File: config.mk
export PLATFORM = sky130hd
export DESIGN_NAME = vga_timing_gen
export DESIGN_NICKNAME = d
export VERILOG_FILES = /design/src/rtl/vga_pkg.sv /design/src/rtl/vga_sync_delay.sv /design/src/rtl/vga_timing_gen.sv
export SDC_FILE = /design/constraint.sdc
export NUM_CORES = 1
export LEC_CHECK = 0
export ABC_AREA = 1
export BUFFER_PORTS_ARGS = -buffer_cell sky130_fd_sc_hd__buf_2
export CAP_MARGIN = 20
export CORE_UTILIZATION = 45
export CTS_CLUSTER_SIZE = 20
export DETAILED_ROUTE_END_ITERATION = 12
export GPL_TIMING_DRIVEN = 0
export HOLD_SLACK_MARGIN = 0.08
export PLACE_DENSITY_LB_ADDON = 0.25
export SYNTH_ARGS = -nofsm -noshare
export SYNTH_HDL_FRONTEND = slang
export SYNTH_SLANG_ARGS = --single-unit
File: constraint.sdc
create_clock -name clk -period 3.6 [get_ports clk]
set_input_delay 0.72 -clock clk [delete_from_list [all_inputs] [get_ports clk]]
set_output_delay 0.72 -clock clk [all_outputs]
set_load 0.01 [all_outputs]
File: src/rtl/vga_pkg.sv
// ----------------------------------------------------------------------------
// vga_pkg
// Shared 640x480@60 VGA timing constants and helpers, used by the timing
// generator, the renderer and the top level.
//   - *_DEF constants : default porch/sync/active sizes for 640x480@60
//   - CNT_W           : width of the horizontal/vertical counters
//   - RGB_W           : width of the packed {r,g,b} pin bus
//   - calc_total()    : sums the four segments of one raster axis
// ----------------------------------------------------------------------------
package vga_pkg;

    localparam int unsigned H_ACTIVE_DEF = 640;
    localparam int unsigned H_FP_DEF     = 16;
    localparam int unsigned H_SYNC_DEF   = 96;
    localparam int unsigned H_BP_DEF     = 48;

    localparam int unsigned V_ACTIVE_DEF = 480;
    localparam int unsigned V_FP_DEF     = 10;
    localparam int unsigned V_SYNC_DEF   = 2;
    localparam int unsigned V_BP_DEF     = 33;

    localparam int unsigned CNT_W = 10;
    localparam int unsigned RGB_W = 6;

    function automatic int unsigned calc_total(
        input int unsigned active,
        input int unsigned fp,
        input int unsigned sync,
        input int unsigned bp
    );
        return active + fp + sync + bp;
    endfunction

endpackage

File: src/rtl/vga_sync_delay.sv
// ----------------------------------------------------------------------------
// vga_sync_delay
// Fixed-depth (0..3) shift register for the 3-bit {active, hs, vs} flag group.
// Depth 0 is a combinational pass-through.
// Ports:
//   clk     : system clock, shifts every cycle
//   rst_n   : asynchronous active-low clear, stages load CLEAR_VAL
//   i_data  : flags entering the line
//   o_data  : flags delayed by DEPTH cycles
// ----------------------------------------------------------------------------
module vga_sync_delay #(
    parameter int unsigned DEPTH     = 1,
    parameter logic [2:0]  CLEAR_VAL = 3'b000
) (
    input  logic       clk,
    input  logic       rst_n,
    input  logic [2:0] i_data,
    output logic [2:0] o_data
);

    generate
        if (DEPTH == 0) begin : g_pass
            // Clock and reset are not needed in pass-through mode.
            logic w_unused_clk_rst;
            assign w_unused_clk_rst = clk ^ rst_n;
            assign o_data = i_data;
        end else begin : g_shift
            logic [2:0] r_stage [DEPTH];

            always_ff @(posedge clk or negedge rst_n) begin
                if (!rst_n) begin
                    for (int i = 0; i < DEPTH; i++) begin
                        r_stage[i] <= CLEAR_VAL;
                    end
                end else begin
                    r_stage[0] <= i_data;
                    for (int i = 1; i < DEPTH; i++) begin
                        r_stage[i] <= r_stage[i-1];
                    end
                end
            end

            assign o_data = r_stage[DEPTH-1];
        end
    endgenerate

endmodule

File: src/rtl/vga_timing_gen.sv
// ----------------------------------------------------------------------------
// vga_timing_gen
// Raster timing source: pixel-tick divider, h/v counters, sync/blank decode,
// a delay line matching the renderer's pixel latency, and registered pins.
// Ports:
//   clk, rst_n    : system clock, asynchronous active-low reset
//   enable        : run enable; low holds counters at 0 and blanks the decode
//   pixel_in      : renderer pixel, valid PIX_LATENCY clk after the counters
//   horizCounter  : current column 0..H_TOTAL-1
//   vertCounter   : current line 0..V_TOTAL-1
//   display_on    : delayed active-area flag
//   hsync, vsync  : delayed sync pins, asserted level SYNC_POL
//   rgb           : {r,g,b}, FG_RGB for a lit active pixel, else 0
//   frame_start   : one-clk pulse after the tick that wraps to (0,0)
// ----------------------------------------------------------------------------
module vga_timing_gen
    import vga_pkg::*;
#(
    parameter int unsigned       H_ACTIVE    = H_ACTIVE_DEF,
    parameter int unsigned       H_FP        = H_FP_DEF,
    parameter int unsigned       H_SYNC      = H_SYNC_DEF,
    parameter int unsigned       H_BP        = H_BP_DEF,
    parameter int unsigned       V_ACTIVE    = V_ACTIVE_DEF,
    parameter int unsigned       V_FP        = V_FP_DEF,
    parameter int unsigned       V_SYNC      = V_SYNC_DEF,
    parameter int unsigned       V_BP        = V_BP_DEF,
    parameter bit                SYNC_POL    = 1'b0,
    parameter int unsigned       CLK_DIV     = 1,
    parameter int unsigned       PIX_LATENCY = 1,
    parameter logic [RGB_W-1:0]  FG_RGB      = 6'b111111
) (
    input  logic             clk,
    input  logic             rst_n,
    input  logic             enable,
    input  logic             pixel_in,
    output logic [CNT_W-1:0] horizCounter,
    output logic [CNT_W-1:0] vertCounter,
    output logic             display_on,
    output logic             hsync,
    output logic             vsync,
    output logic [RGB_W-1:0] rgb,
    output logic             frame_start
);

    localparam int unsigned H_TOTAL = calc_total(H_ACTIVE, H_FP, H_SYNC, H_BP);
    localparam int unsigned V_TOTAL = calc_total(V_ACTIVE, V_FP, V_SYNC, V_BP);

    localparam logic [CNT_W-1:0] H_LAST    = CNT_W'(H_TOTAL - 1);
    localparam logic [CNT_W-1:0] V_LAST    = CNT_W'(V_TOTAL - 1);
    localparam logic [CNT_W-1:0] H_ACT_END = CNT_W'(H_ACTIVE);
    localparam logic [CNT_W-1:0] V_ACT_END = CNT_W'(V_ACTIVE);
    localparam logic [CNT_W-1:0] HS_FIRST  = CNT_W'(H_ACTIVE + H_FP);
    localparam logic [CNT_W-1:0] HS_LAST   = CNT_W'(H_ACTIVE + H_FP + H_SYNC - 1);
    localparam logic [CNT_W-1:0] VS_FIRST  = CNT_W'(V_ACTIVE + V_FP);
    localparam logic [CNT_W-1:0] VS_LAST   = CNT_W'(V_ACTIVE + V_FP + V_SYNC - 1);
    localparam logic [1:0]       DIV_LAST  = 2'(CLK_DIV - 1);

    logic [1:0]       r_div;
    logic [CNT_W-1:0] r_h;
    logic [CNT_W-1:0] r_v;
    logic             r_frame_start;
    logic             r_display_on;
    logic             r_hsync;
    logic             r_vsync;
    logic [RGB_W-1:0] r_rgb;

    logic             w_tick;
    logic             w_active;
    logic             w_hs;
    logic             w_vs;
    logic [2:0]       w_dly;

    assign w_tick = (r_div == DIV_LAST);

    // Dropping enable wins over a coincident tick: everything returns to 0.
    always_ff @(posedge clk or negedge rst_n) begin
        if (!rst_n) begin
            r_div         <= '0;
            r_h           <= '0;
            r_v           <= '0;
            r_frame_start <= 1'b0;
        end else if (!enable) begin
            r_div         <= '0;
            r_h           <= '0;
            r_v           <= '0;
            r_frame_start <= 1'b0;
        end else begin
            r_frame_start <= 1'b0;
            if (w_tick) begin
                r_div <= '0;
                if (r_h == H_LAST) begin
                    r_h <= '0;
                    if (r_v == V_LAST) begin
                        r_v           <= '0;
                        r_frame_start <= 1'b1;
                    end else begin
                        r_v <= r_v + 1'b1;
                    end
                end else begin
                    r_h <= r_h + 1'b1;
                end
            end else begin
                r_div <= r_div + 2'd1;
            end
        end
    end

    // Raw decode; forced blank with sync deasserted while disabled.
    assign w_active = enable && (r_h < H_ACT_END) && (r_v < V_ACT_END);
    assign w_hs     = enable && (r_h >= HS_FIRST) && (r_h <= HS_LAST);
    assign w_vs     = enable && (r_v >= VS_FIRST) && (r_v <= VS_LAST);

    vga_sync_delay #(
        .DEPTH     (PIX_LATENCY),
        .CLEAR_VAL (3'b000)
    ) u_sync_delay (
        .clk    (clk),
        .rst_n  (rst_n),
        .i_data ({w_active, w_hs, w_vs}),
        .o_data (w_dly)
    );

    always_ff @(posedge clk or negedge rst_n) begin
        if (!rst_n) begin
            r_display_on <= 1'b0;
            r_hsync      <= ~SYNC_POL;
            r_vsync      <= ~SYNC_POL;
            r_rgb        <= '0;
        end else begin
            r_display_on <= w_dly[2];
            r_hsync      <= w_dly[1] ? SYNC_POL : ~SYNC_POL;
            r_vsync      <= w_dly[0] ? SYNC_POL : ~SYNC_POL;
            r_rgb        <= (w_dly[2] && pixel_in) ? FG_RGB : '0;
        end
    end

    assign horizCounter = r_h;
    assign vertCounter  = r_v;
    assign display_on   = r_display_on;
    assign hsync        = r_hsync;
    assign vsync        = r_vsync;
    assign rgb          = r_rgb;
    assign frame_start  = r_frame_start;

endmodule

-- After elaboration in Yosys (flattened, before gate mapping)
Cells that the tools add are included.
- register bits: 35
- input port bits: 4
- output and inout bits: 30
- logic and storage cells: 47
- add/sub/neg operators: 3
- magnitude comparators: 6
- eq/ne operators: 4
- muxes and demuxes: 16
- reduce and logical (&&, ||, !) cells: 9
- operators with widths (cell ; number):
    2-to-1 mux 10 bit ; 7
    adder 10 x 1 -> 10 bit (second input constant) ; 2
    equality test 10 bit (second input constant) ; 2
    >= comparator 10 bit (second input constant) ; 1
    >= comparator 10 x 9 -> 1 bit (second input constant) ; 1
    less-or-equal comparator 10 bit (second input constant) ; 1
    less-or-equal comparator 10 x 9 -> 1 bit (second input constant) ; 1
    less-than comparator 10 bit (second input constant) ; 1
    less-than comparator 10 x 9 -> 1 bit (second input constant) ; 1
    logical AND 1 bit ; 7
    2-to-1 mux 1 bit ; 6
    2-to-1 mux 6 bit ; 1
    2-to-1 mux 2 bit ; 2
    != test 2 x 1 -> 1 bit (second input constant) ; 2
    adder 2 x 1 -> 2 bit (second input constant) ; 1
    zero test 2 bit ; 1
    AND reduction 2 bit ; 1

-- Longest topological paths before layout
- depth after elaboration: 5
- depth in mapped cells: 10
- mapped depth without buffers: 10

-- Modules after synthesis
Synthesis repeated with hierarchy kept, for this count alone.
- cell total of the unflattened synthesis: 234
- area, all modules: 1756.7 sq um
- by module, submodules not included (module ; times used ; cells each ; area each (sq um) ; seq. area each (sq um)):
    vga_timing_gen ; 1 ; 231 ; 1681.6 ; 678.2
    vga_sync_delay ; 1 ; 3 ; 75.1 ; 75.1

-- Worst setup path before layout
No wires, ideal clock.
- path type: input port to flip-flop
- from: input port enable
- to: register r_h[8], in the netlist horizCounter[8]
- library setup time: 0.118 ns
- data arrival time: 1.352 ns
- data required time: 3.482 ns
- setup slack: 2.129 ns
- cell stages on the path: 7
- path buffers: 1
- path through: buf_2 -> inv_2 -> nor2_1 -> nor2_1 -> nand3_1 -> xor2_1 -> nor2_1
- longest elaborated chain between the ends: 1
- elaborated cells between the ends (all ways): 2
- those cells by class: eq/ne: 1; mux: 1
- ends and longest elaborated chain (item ; line ; source):
    start, declared ; vga_timing_gen.sv:34 ; input logic enable,
    != test 2 x 1 -> 1 bit (no line) or 2-to-1 mux 10 bit (tied branches) ; n/a ;
    end signal, assigned ; vga_timing_gen.sv:100 ; r_h <= r_h + 1'b1;
    end, declared ; vga_timing_gen.sv:59 ; logic [CNT_W-1:0] r_h;
Parallel ways exist; a longest one is shown, timed or not.
A chain may end at the register's enable or synchronous reset.

==> flow_summary_export.csv <==
group,metric,value,unit
status,outcome,"finished clean",
job,drv_cap,0,
cells_and_area,n_fill_cell,357,
worst_setup_path,startpoint_type,"flop",
timing,period_share,0.4689,
route,wl_per_cell,11.49,µm
floorplanning,rows,22,
yosys,synth_edf_count,0,
power,cellLeakagePower,1.123,nW
route,drtIter0Drc,74,
worst_setup_path,cp-end-kind,"output pin",
yosys,synth_top_area_cell,"dfrtp_1",
route,wl,3641,µm
floorplanning,initial_core_util,0.4844,
yosys,netlist_top_cells_count,"nand2_1 (49), inv_1 (32), dfrtp_1 (28)",
yosys,post-synth-top-count-cell,"nand2_1",
clock_tree,clockRootBuffer,"clkbuf_8",
timing,max_slew_margin,0.5526,
yosys,syn_avg_cell_area,8.012,µm²
clock_tree,clock_latency,0.28,ns
route,vias,1525,
worst_setup_path,cp_top_family,"flip-flops",
clock_tree,cts_buffers,5,
placement,place_congestion,0.8764,
grt,antenna_found_initial,0,
clock_tree,cts_tree,"built",
route,top_layer_used,"met4",
worst_setup_path,cp.buffers_inverters,2,
timing,min_period,1.688,ns
worst_setup_path,required,2.88,ns
timing,tns,0,ns
timing,rsz0062_at_grt,"false",
placement,dp_hpwl,2594,µm
yosys,synth_cell_types,28,
placement,portBuffers,33,
grt,grt_pass1_wl,6492,µm
worst_setup_path,path_cells,"buf_4, buf_2",
yosys,synth.top_cell.area_share,0.3836,
yosys,synth_warnings,0,
yosys,async_reset_ff_frac,1.000,
timing,hold_violations,0,
yosys,synth_area,1827,µm²
yosys,synth_fp_nets,238,
timing,clock-skew-final,0.005598,ns
yosys,ys_seq_elements,30,
timing,setup_violations,0,
clock_tree,cts_max_path_buffers,2,
floorplanning,die_w,65.72,µm
grt,grt_remaining_overflow,0,
worst_setup_path,cp.arrival,0.97,ns
clock_tree,ctsHoldBuffers,0,
yosys,ys_top_cells_by_area,"dfrtp_1 (38%), nand2_1 (10%), nand3_2 (6.6%)",
clock_tree,htreeDepth,2,
floorplanning,ios,34,
min_path,hp-class,"reg2reg",
route,ant_nets,0,
worst_setup_path,slowest_stage,"dfrtp_1",
floorplanning,core-area,3771,µm²
route,avgViaCountPerCell,4.811,
grt,grtUsageTotal,0.1972,
clock_tree,postCtsSetupRepairBufs,0,
clock_tree,cts_resized,0,
grt,grt_pass1_vias,1369,
yosys,ys_seq_area_frac,0.4123,
route,route.met3.wl,160,µm
route,drc_errors,0,
timing,worstMarginPinSlew,0.6711,ns
timing,hold_slack,0.3584,ns
cells_and_area,fin_nets,278,
route,wl_met2,1549,µm
cells_and_area,multi_input_area,868.3,µm²
cells_and_area,seq_area,753.2,µm²
worst_setup_path,r2r_slack,2.07,ns
clock_tree,clock-sinks,30,
worst_setup_path,max_stage_delay,0.42,ns
power,p_per_area,339.2,nW/µm²
timing,fmax,592.4,MHz
grt,grt_max_degree,31,
yosys,synth_flop_cell,"dfrtp_1",
floorplanning,dieArea,4318,µm²
clock_tree,clk_pin_slew,0.06,ns
cells_and_area,synthToLayoutAreaGrowth,18.29,%
yosys,syn_inst,228,
power,worst_ir_drop_vdd,223.5,µV
route,drt-pass1-iter-count,4,
timing,drv_slew,0,
route,wl_met1,1872,µm
cells_and_area,drive_gt1_frac,0.3123,
cells_and_area,antenna_cells,0,
worst_setup_path,critPathMaxFanout,6,
floorplanning,die_y,65.72,µm
worst_setup_path,worstSetupPathType,"reg2out",
==> worst paths after layout <==
kind,from,endpoint,depth (start not counted)
min in group asynchronous,rst_n,horizCounter[8],1
min,u_sync_delay.o_data[0],vsync,1
min reg2reg,u_sync_delay.o_data[0],vsync,1
max,rgb[4],rgb[2],2
max in group asynchronous,rst_n,vertCounter[9],1
max reg2reg,r_div[0],horizCounter[9],10
==> where the power goes <==
part / internal (mW) / switching [mW]
Combinational: 0.0188 / 0.0316
Sequential: 0.343 / 0.00673
Clock: 0.203 / 0.129
==> state kept, by name (all words and copies together) (netlist names) <==
signal	flops
display_on	1
frame_start	1
horizCounter	10
hsync	1
r_div	2
rgb	1
u_sync_delay.o_data	3
vertCounter	10
vsync	1
==> per-stage QoR <==
stage          std cells  utilization  setup WS (ns)  power [mW]  area [µm²]
2_1_floorplan        228            -          2.129      0.3844        1827
3_3_place_gp         309       0.5441          1.890      0.4059        2052
3_5_place_dp         309       0.5441          1.901      0.4063        2052
4_1_cts              317       0.5730          1.893      0.7434        2161
5_1_grt              317       0.5730          1.864      0.7639        2161
6_report             317       0.5730          1.912      0.7329        2161
==> layout make-up <==
type / instances / share of cell area
Multi-Input combinational cell: 152 / 0.4019
Sequential cell: 30 / 0.3486
Timing Repair Buffer: 33 / 0.07643
Inverter: 35 / 0.06080
Buffer: 11 / 0.03416
Clock buffer: 5 / 0.03185
Tap cell: 48 / 0.02779
Clock inverter: 3 / 0.01853
==> kinds of logic after synthesis <==
| group | after synthesis | share of synthesized area |
|---|---|---|
| XOR/XNOR | 2 | 0.009591 |
| AO/OA/AOI/OAI | 13 | 0.04041 |
| flip-flops | 30 | 0.4123 |
| adder cells (fa/ha/maj) | 6 | 0.04109 |
| AND/OR/NAND/NOR | 131 | 0.3843 |
| buffers and inverters | 46 | 0.1123 |
==> worst reg2reg max path: stages (launching register included) <==
cell and delay [ns]:
dfrtp_1 0.36, inv_1 0.08, ha_1 0.27, inv_2 0.12, nand2_4 0.12, nand2_2 0.09, nor2_2 0.17, nand4_1 0.10
nand2_1 0.07, nand2_1 0.05, inv_1 0.04
==> metal layers <==
metal,up-vias,global-route usage
met1,682,0.3018
met4,0,0.06522
met2,35,0.2691
met5,-,0
met3,6,0.04340
li1,802,-
==> cells in the final DEF, fill, tap and decap left out, types with 2 or more instances in the layout <==
| cell | n |
|---|---|
| dfrtp_1 | 28 |
| ha_1 | 6 |
| inv_1 | 32 |
| nand2_4 | 2 |
| nand3_2 | 12 |
| nor2_1 | 23 |
| inv_2 | 3 |
| a21oi_1 | 7 |
| nand2_1 | 49 |
| clkinv_2 | 2 |
| clkbuf_8 | 5 |
| nor3_2 | 3 |
| nor3_1 | 6 |
| dfstp_2 | 2 |
| o21ai_0 | 3 |
| nand3_1 | 17 |
| nand4_1 | 10 |
| nor2_2 | 4 |
| buf_4 | 5 |
| buf_2 | 38 |
| nand2_2 | 2 |
No activity file was read; power rests on OpenSTA's default activity.
